[config.mk]
export PLATFORM = sky130hd
export DESIGN_NAME = simon_core_arbiter
export DESIGN_NICKNAME = d
export VERILOG_FILES = /design/src/rtl/simon_arb_pkg.sv /design/src/rtl/simon_rr_arbiter.sv /design/src/rtl/simon_core_arbiter.sv
export SDC_FILE = /design/constraint.sdc
export NUM_CORES = 1
export LEC_CHECK = 0
export ABC_AREA = 1
export BUFFER_PORTS_ARGS = -buffer_cell sky130_fd_sc_hd__buf_4
export CORE_AREA = 3 3 282 284
export CTS_CLUSTER_SIZE = 24
export DETAILED_ROUTE_END_ITERATION = 8
export DIE_AREA = 0 0 285 287
export GPL_TIMING_DRIVEN = 1
export PLACE_DENSITY = 0.45
export SLEW_MARGIN = 15
export SYNTH_ARGS = -nofsm -noshare
export SYNTH_HDL_FRONTEND = slang
export SYNTH_HIERARCHICAL = 1
export SYNTH_SLANG_ARGS = --single-unit
[constraint.sdc]
create_clock -name clk -period 1.8 [get_ports clk]
set_clock_uncertainty 0.15 [all_clocks]
set_input_delay 0.09 -clock clk [delete_from_list [all_inputs] [get_ports clk]]
set_output_delay 0.09 -clock clk [all_outputs]
set_load 0.02 [all_outputs]
[src/rtl/simon_arb_pkg.sv]
// Shared types, widths and the round-robin pick function for the simon core arbiter.
package simon_arb_pkg;

  localparam int SIMON_N = 32;
  localparam int SIMON_M = 4;
  localparam int BLK     = 2 * SIMON_N;
  localparam int KEYW    = SIMON_N * SIMON_M;
  localparam int MAX_REQ = 4;

  typedef enum logic [2:0] {
    ST_IDLE  = 3'd0,
    ST_CRST  = 3'd1,
    ST_START = 3'd2,
    ST_BUSY  = 3'd3,
    ST_RESP  = 3'd4
  } arb_state_e;

  // First valid requester at or after ptr, scanning upward with wrap over nreq slots.
  function automatic logic [1:0] rr_pick(input logic [MAX_REQ-1:0] valid,
                                         input logic [1:0] ptr,
                                         input int nreq);
    logic [1:0] pick;
    int         idx;
    pick = ptr;
    for (int k = MAX_REQ - 1; k >= 0; k--) begin
      if (k < nreq) begin
        idx = (int'(ptr) + k) % nreq;
        if (valid[idx]) pick = idx[1:0];
      end
    end
    return pick;
  endfunction

endpackage

[src/rtl/simon_rr_arbiter.sv]
// Combinational round-robin picker with a registered priority pointer.
module simon_rr_arbiter
  import simon_arb_pkg::*;
#(
  parameter int NREQ = 2,
  parameter int IDXW = 1
) (
  input  logic            clk_i,
  input  logic            rst_n_i,
  input  logic [NREQ-1:0] req_valid_i,
  input  logic            adv_i,
  input  logic [IDXW-1:0] adv_idx_i,
  output logic            any_o,
  output logic [IDXW-1:0] grant_idx_o,
  output logic [IDXW-1:0] ptr_o
);

  logic [IDXW-1:0]    ptr_q, ptr_d;
  logic [MAX_REQ-1:0] valid_pad;
  logic [1:0]         pick;

  assign valid_pad   = MAX_REQ'(req_valid_i);
  assign pick        = rr_pick(valid_pad, 2'(ptr_q), NREQ);
  assign grant_idx_o = IDXW'(pick);
  assign any_o       = |req_valid_i;
  assign ptr_o       = ptr_q;

  // The requester just served drops to lowest priority.
  always_comb begin
    ptr_d = ptr_q;
    if (adv_i) ptr_d = IDXW'((int'(adv_idx_i) + 1) % NREQ);
  end

  always_ff @(posedge clk_i) begin
    if (!rst_n_i) ptr_q <= '0;
    else          ptr_q <= ptr_d;
  end

endmodule

[src/rtl/simon_core_arbiter.sv]
// Sequences one shared simon core (reset, start, wait done) for NREQ requesters with
// per-requester ciphertext chaining and a BUSY timeout that returns an error response.
module simon_core_arbiter
  import simon_arb_pkg::*;
#(
  parameter int N       = SIMON_N,
  parameter int M       = SIMON_M,
  parameter int NREQ    = 2,
  parameter int TIMEOUT = 255
) (
  input  logic                 clk,
  input  logic                 rst,
  input  logic [NREQ-1:0]      req_valid,
  output logic [NREQ-1:0]      req_ready,
  input  logic [NREQ-1:0]      req_chain,
  input  logic [NREQ*N*M-1:0]  req_key,
  input  logic [NREQ*2*N-1:0]  req_pt,
  output logic [NREQ-1:0]      resp_valid,
  input  logic [NREQ-1:0]      resp_ready,
  output logic [2*N-1:0]       resp_ct,
  output logic                 resp_err,
  output logic                 core_rst,
  output logic                 core_en,
  output logic [N*M-1:0]       core_key,
  output logic [2*N-1:0]       core_pt,
  input  logic [2*N-1:0]       core_ct,
  input  logic                 core_done,
  output arb_state_e           dbg_state_o
);

  localparam int BLK_W = 2 * N;
  localparam int KEY_W = N * M;
  localparam int IDXW  = (NREQ > 2) ? 2 : 1;
  localparam int CNTW  = $clog2(TIMEOUT + 1);

  // Handshakes: a request transfers on a cycle with req_valid[i] & req_ready[i]; a
  // response transfers on resp_valid[g] & resp_ready[g]. Valid never waits on ready.

  arb_state_e       state_q, state_d;
  logic [IDXW-1:0]  gnt_q, gnt_d;
  logic [KEY_W-1:0] key_q, key_d;
  logic [BLK_W-1:0] pt_q, pt_d;
  logic [BLK_W-1:0] ct_q, ct_d;
  logic             err_q, err_d;
  logic [CNTW-1:0]  cnt_q, cnt_d;
  logic [BLK_W-1:0] chain_q [NREQ];
  logic [BLK_W-1:0] chain_d [NREQ];
  logic             core_rst_q, core_en_q;

  logic [KEY_W-1:0] key_slot [NREQ];
  logic [BLK_W-1:0] pt_slot  [NREQ];
  logic             any_valid, advance;
  logic [IDXW-1:0]  pick_idx, rr_ptr;

  for (genvar i = 0; i < NREQ; i++) begin : g_slot
    assign key_slot[i] = req_key[i*KEY_W +: KEY_W];
    assign pt_slot[i]  = req_pt[i*BLK_W +: BLK_W];
  end

  simon_rr_arbiter #(.NREQ(NREQ), .IDXW(IDXW)) u_rr (
    .clk_i       (clk),
    .rst_n_i     (rst),
    .req_valid_i (req_valid),
    .adv_i       (advance),
    .adv_idx_i   (gnt_q),
    .any_o       (any_valid),
    .grant_idx_o (pick_idx),
    .ptr_o       (rr_ptr)
  );

  always_comb begin
    state_d    = state_q;
    gnt_d      = gnt_q;
    key_d      = key_q;
    pt_d       = pt_q;
    ct_d       = ct_q;
    err_d      = err_q;
    cnt_d      = cnt_q;
    chain_d    = chain_q;
    advance    = 1'b0;
    req_ready  = '0;
    resp_valid = '0;
    unique case (state_q)
      ST_IDLE: begin
        if (rst && any_valid) begin
          req_ready[pick_idx] = 1'b1;
          gnt_d   = pick_idx;
          key_d   = key_slot[pick_idx];
          pt_d    = req_chain[pick_idx] ? chain_q[pick_idx] : pt_slot[pick_idx];
          state_d = ST_CRST;
        end
      end
      ST_CRST:  state_d = ST_START;
      ST_START: begin
        cnt_d   = '0;
        state_d = ST_BUSY;
      end
      ST_BUSY: begin
        // done wins over a timeout landing on the same cycle
        if (core_done) begin
          ct_d           = core_ct;
          err_d          = 1'b0;
          chain_d[gnt_q] = core_ct;
          state_d        = ST_RESP;
        end else begin
          cnt_d = cnt_q + 1'b1;
          if (cnt_q == CNTW'(TIMEOUT - 1)) begin
            ct_d    = '0;
            err_d   = 1'b1;
            state_d = ST_RESP;
          end
        end
      end
      ST_RESP: begin
        resp_valid[gnt_q] = 1'b1;
        if (resp_ready[gnt_q]) begin
          advance = 1'b1;
          state_d = ST_IDLE;
        end
      end
      default: state_d = ST_IDLE;
    endcase
  end

  always_ff @(posedge clk) begin
    if (!rst) begin
      state_q    <= ST_IDLE;
      gnt_q      <= '0;
      key_q      <= '0;
      pt_q       <= '0;
      ct_q       <= '0;
      err_q      <= 1'b0;
      cnt_q      <= '0;
      core_rst_q <= 1'b1;
      core_en_q  <= 1'b0;
      for (int i = 0; i < NREQ; i++) chain_q[i] <= '0;
    end else begin
      state_q    <= state_d;
      gnt_q      <= gnt_d;
      key_q      <= key_d;
      pt_q       <= pt_d;
      ct_q       <= ct_d;
      err_q      <= err_d;
      cnt_q      <= cnt_d;
      core_rst_q <= (state_d == ST_CRST);
      core_en_q  <= (state_d == ST_START);
      chain_q    <= chain_d;
    end
  end

  assign resp_ct     = ct_q;
  assign resp_err    = err_q;
  assign core_rst    = core_rst_q;
  assign core_en     = core_en_q;
  assign core_key    = key_q;
  assign core_pt     = pt_q;
  assign dbg_state_o = state_q;

endmodule
Word-level counts from Yosys, hierarchy flattened
Cells that the tools add are included.
{ "totals": {"regBits": 400, "inputBits": 457, "out_inout_bits": 266, "elab_cells": 91} }
{ "op_classes": {"add_sub_neg": 3, "n_lt_le_gt_ge": 9, "n_eq_ne": 8, "n_mux": 44, "n_bitwise": 3, "reduce_logical": 12} }
{ "op_table": {"columns": ["op", "n"], "rows": [
  ["64-bit two-way mux", 10],
  ["128-bit two-way mux", 3],
  ["128-bit bitwise mux", 1],
  ["64-bit demux with 1-bit select", 1],
  ["1-bit two-way mux", 16],
  ["8-bit case mux with 2 select lines", 1],
  ["3-bit case mux with 5 select lines", 1],
  ["3-bit two-way mux", 4],
  ["3-bit by 2-bit equality test with 1-bit output (second input constant)", 3],
  ["8-bit by 1-bit adder with 8-bit output (second input constant)", 1],
  ["8-bit equality test (second input constant)", 1],
  ["8-bit two-way mux", 1],
  ["2-bit AND reduction", 4],
  ["3-bit by 1-bit equality test with 1-bit output (second input constant)", 2],
  ["2-bit two-way mux", 3],
  ["2-bit greater-or-equal comparator (second input constant)", 2],
  ["1-bit logical AND", 4],
  ["1-bit by 2-bit less-than comparator with 1-bit output (second input constant)", 2],
  ["2-bit by 4-bit less-than comparator with 1-bit output (second input constant)", 1],
  ["1-bit NOT with 2-bit output", 2],
  ["2-bit nonzero test", 2],
  ["3-bit equality test (second input constant)", 1],
  ["3-bit logical NOT", 1],
  ["1-bit by 3-bit less-than comparator with 1-bit output (second input constant)", 1],
  ["other kinds (8)", 11]
]} }

Depth between registers and ports, before layout
{ "logic_depth": {"ltp_word": 13, "mapped_depth": 12, "depth_no_buf": 9} }

By module
The synthesis kept the hierarchy.
{ "by_module_without_submodules": {"columns": ["module", "n_inst", "cells_per_inst", "area_each_um2", "seq_area_each_um2"], "rows": [
  ["simon_core_arbiter", 1, 2689, 17648.2, 7987.7],
  ["simon_rr_arbiter", 1, 9, 53.8, 20.0]
]} }

Least setup slack after synthesis
No wires, ideal clock.
{ "synth_timing": {"path_kind": "register to output", "from": "register state_q[0], in the netlist dbg_state_o[0]", "to": "output port req_ready[1]", "arrival_time_ps": 1454, "required_ps": 1560, "slack_ps": 106, "stages_incl_launch_ff": 6, "n_path_buf": 2, "path_cell_list": "dfxtp_1 > nor2_2 > nand4_4 > buf_2 > buf_1 > nor2_1"} }
{ "synth_between": {"elab_chain_cells": 2} }
{ "synth_rtl": {"columns": ["element", "line_no", "rtl"], "rows": [
  ["start, declared", "simon_core_arbiter.sv:39", "arb_state_e state_q, state_d;"],
  ["start signal, assigned", "simon_core_arbiter.sv:138", "state_q <= state_d;"],
  ["3-bit logical NOT", "simon_core_arbiter.sv:83", "unique case (state_q)"],
  ["2-bit two-way mux", "simon_core_arbiter.sv:83", null],
  ["end, declared", "simon_core_arbiter.sv:14", "output logic [NREQ-1:0] req_ready,"]
]} }
Every way passes these cells.

Worst setup path in the final report
Same ends and word-level chain as after synthesis.

==> summary.md <==
| Metric | Value |
|---|---|
| Status | complete, but fails checks |
| Failing checks | negative setup slack |
| CTS tree | done |
| Syn Std Cell Area | around 18000 um^2 |
| Core Util, Final | between 40% and 50% |
| CTS buffer count | approximately 50 |
| Hpwl dp | between 60000 and 70000 um |
| FF+latch count, synth | 400 |
| Hold slack | just under 0.06 ns |
| Synth top area cells | dfxtp_1 (45%), nand2_1 (24%), a21oi_1 (11%) |
| I/O Buffers | 722 |
| Yosys Warn Count | 6 |
| Post-synthesis sequential area ratio | a little under half |
| CP Capture Type | output pin |
| Final worst path period share | 112% |
| Std cell rows | between 100 and 150 |
| Via count | between 20k and 25k |
| Reg clk slew, reported paths | 0.06 ns |
| Num ports | 723 |
| Skew-Pair Late Insertion Delay | about 0.60 ns |
| Power density over cell area | approximately 780 nW/um^2 |
| Total grt overflow | 0 |
| Final count of hold timing violations | 0 |
| RSZ-0062 raised after global routing | yes |
| Clock Tree Buf Depth | 3 |
| VDD IR max | ~0.61 mV |
| Pre-CTS setup slack | -0.159 ns |
| Final setup fails | 155 |
| Drt total wl | slightly below 100000 um |
| Critical-path maximum fanout | 4 |
| Die Width | about 290 um |
| Post-DP Area | 25200 um^2 |
| Pwr Total | between 20000 and 30000 uW |
| Worst hold-check path type | in2reg |
| Crit path launch type | register |
| Critical path class | reg2out |
| Average cell area after synthesis | ~6.6 um^2 |
| Layout cell share with drive strength beyond 1 | 32.5% |
| Final RePlAce weighted congestion | 0.863 |
| Post-synthesis async set-or-reset flop share | 0% |
| Yosys top cell by area | dfxtp_1 |
| Drt pass-1 iters | 6 |
| Vias in the first global route | around 22k |
| CTS Sinks | 400 |
| Antenna violations before repair | 11 |
| WP data required | approximately 1.6 ns |
| First-pass GRT wire length | between 100000 and 150000 um |
| Synthesized instance count | around 2.7k |
| Synth top area share | between 40% and 50% |
| Top cells by count, synth | nand2_1 (1117), dfxtp_1 (400), a21oi_1 (391) |
| Root Driver | clkbuf_16 |
| Rel. slew slack | roughly 65% |
| Setup WS post-layout | -0.223 ns |
| Fin area | roughly 34000 um^2 |
| Initial core utilization | 22.9% |
| Drt first-iter violations | 976 |
| Largest net degree at the start of global routing | approximately 110 |
| Antenna-violating nets left | 0 |
| Min Tclk post-route | between 2 and 2.5 ns |
| Pleak | ~0.015 uW |
| Total GRT Usage | 20.8% |
| Max cap viols | 0 |
| Cell variety after synth | 27 |
| EDFF count, synth | 0 |
| CORE AREA | just under 80000 um^2 |
| Worst EP arrival | 1.78 ns |
| DR WL/cell | about 19 um |
| Die ar. | 81800 um^2 |
| Die H | between 200 and 300 um |
| # H-tree levels | 2 |
| Final net count | about 4.4k |
| Via density | between 4 and 5 |
| Area grow syn2layout | 92.1% |
| Syn nets | between 3k and 4k |
| Post-synth top flop | dfxtp_1 |
| Maximum clock frequency | just under 500 MHz |
| Worst slew pin tran | around 0.52 ns |
| Count leader, synth | nand2_1 |
| DRC errors left | 0 |
| Max-slew violations | 0 |
==> flip-flops by register name, summed over array words and instances (netlist names), 3 cells and up <==
signal and flops:
dbg_state_o 3, cnt_q 8, core_pt 64, resp_ct 64, core_key 128, chain_q 128
==> per-layer routing <==
layer,vias up,wire length (um),track usage [%]
met5,-,38,0
met4,6,3350,7.20
met3,179,6330,5.22
met2,734,46600,35.3
met1,10600,40000,25.7
li1,11100,-,-
==> final timing paths <==
check,from,to,slack [ns],depth (start not counted)
worst min-delay path,req_valid[0],core_pt[17]$_SDFFE_PN0P_,0.06,8
worst max register to register,u_rr/ptr_o$_SDFFE_PN0P_,core_pt[13]$_SDFFE_PN0P_,-0.19,11
worst min register to register,chain_q[72]$_SDFFE_PN0P_,chain_q[72]$_SDFFE_PN0P_,0.30,2
worst max-delay path,dbg_state_o[0]$_SDFF_PN0_,req_ready[1],-0.22,6
==> power by group <==
group	switching, uW	total (uW)	internal, uW
Sequential	283	9610	9330
Clock	4200	10100	5910
Combinational	3520	6790	3270
==> stage by stage <==
stage	cells	TNS, ns
after floorplan	2698	0
after global placement	4390	-7.14
after detailed placement	4390	-13.32
after CTS	4962	-17.94
after global routing	5011	-34.44
final	5015	-15.38
==> cell families after synthesis <==
family,count (synthesis),synth area share (%)
flops,400,45.2
fa+ha+maj,2,0.141
xor+xnor,1,0.0495
simple gates,1410,30.6
compound gates,593,16.8
buf+inv,292,7.11
==> cell type report <==
class / count / area (um^2)
Antenna cell: 12 / 30.0
Clock buffer: 72 / 1490
Clock inverter: 17 / 151
Fill cell: 7807 / 43300
Inverter: 86 / 354
Multi-Input combinational cell: 2007 / 9480
Sequential cell: 400 / 8020
Tap cell: 1040 / 1300
Timing Repair Buffer: 1381 / 13200
==> timing repair <==
| item | CTS | global route |
|---|---|---|
| cloned | 12 | 31 |
| setup endpoints to repair | 185 | 297 |
| hold buffers | 453 | 0 |
| resized for setup | 67 | 386 |
| hold endpoints to repair | 397 | 0 |
| setup buffers | 20 | 14 |
| pin swaps | 12 | 197 |
==> layout by cell type (no fill, tap or decap), types with 14 or more instances in the layout <==
master	n
buf_8	14
buf_16	19
buf_4	790
buf_12	47
o21ai_1	59
nand2_1	942
nand3_1	71
clkbuf_8	16
nand2_2	127
clkbuf_16	75
o21ai_0	137
dfxtp_1	394
a21oi_2	65
a21oi_1	325
buf_6	31
nand2_4	48
inv_1	79
nor2_1	199
dlygate4sd3_1	453
==> critical path, stage by stage (launching register included) <==
cell	delay, ns
dfxtp_2	0.33
nor2_4	0.20
nand4_4	0.16
buf_12	0.17
buf_12	0.12
nor2_4	0.10
buf_6	0.12
Power figures use the tool's default switching activity.
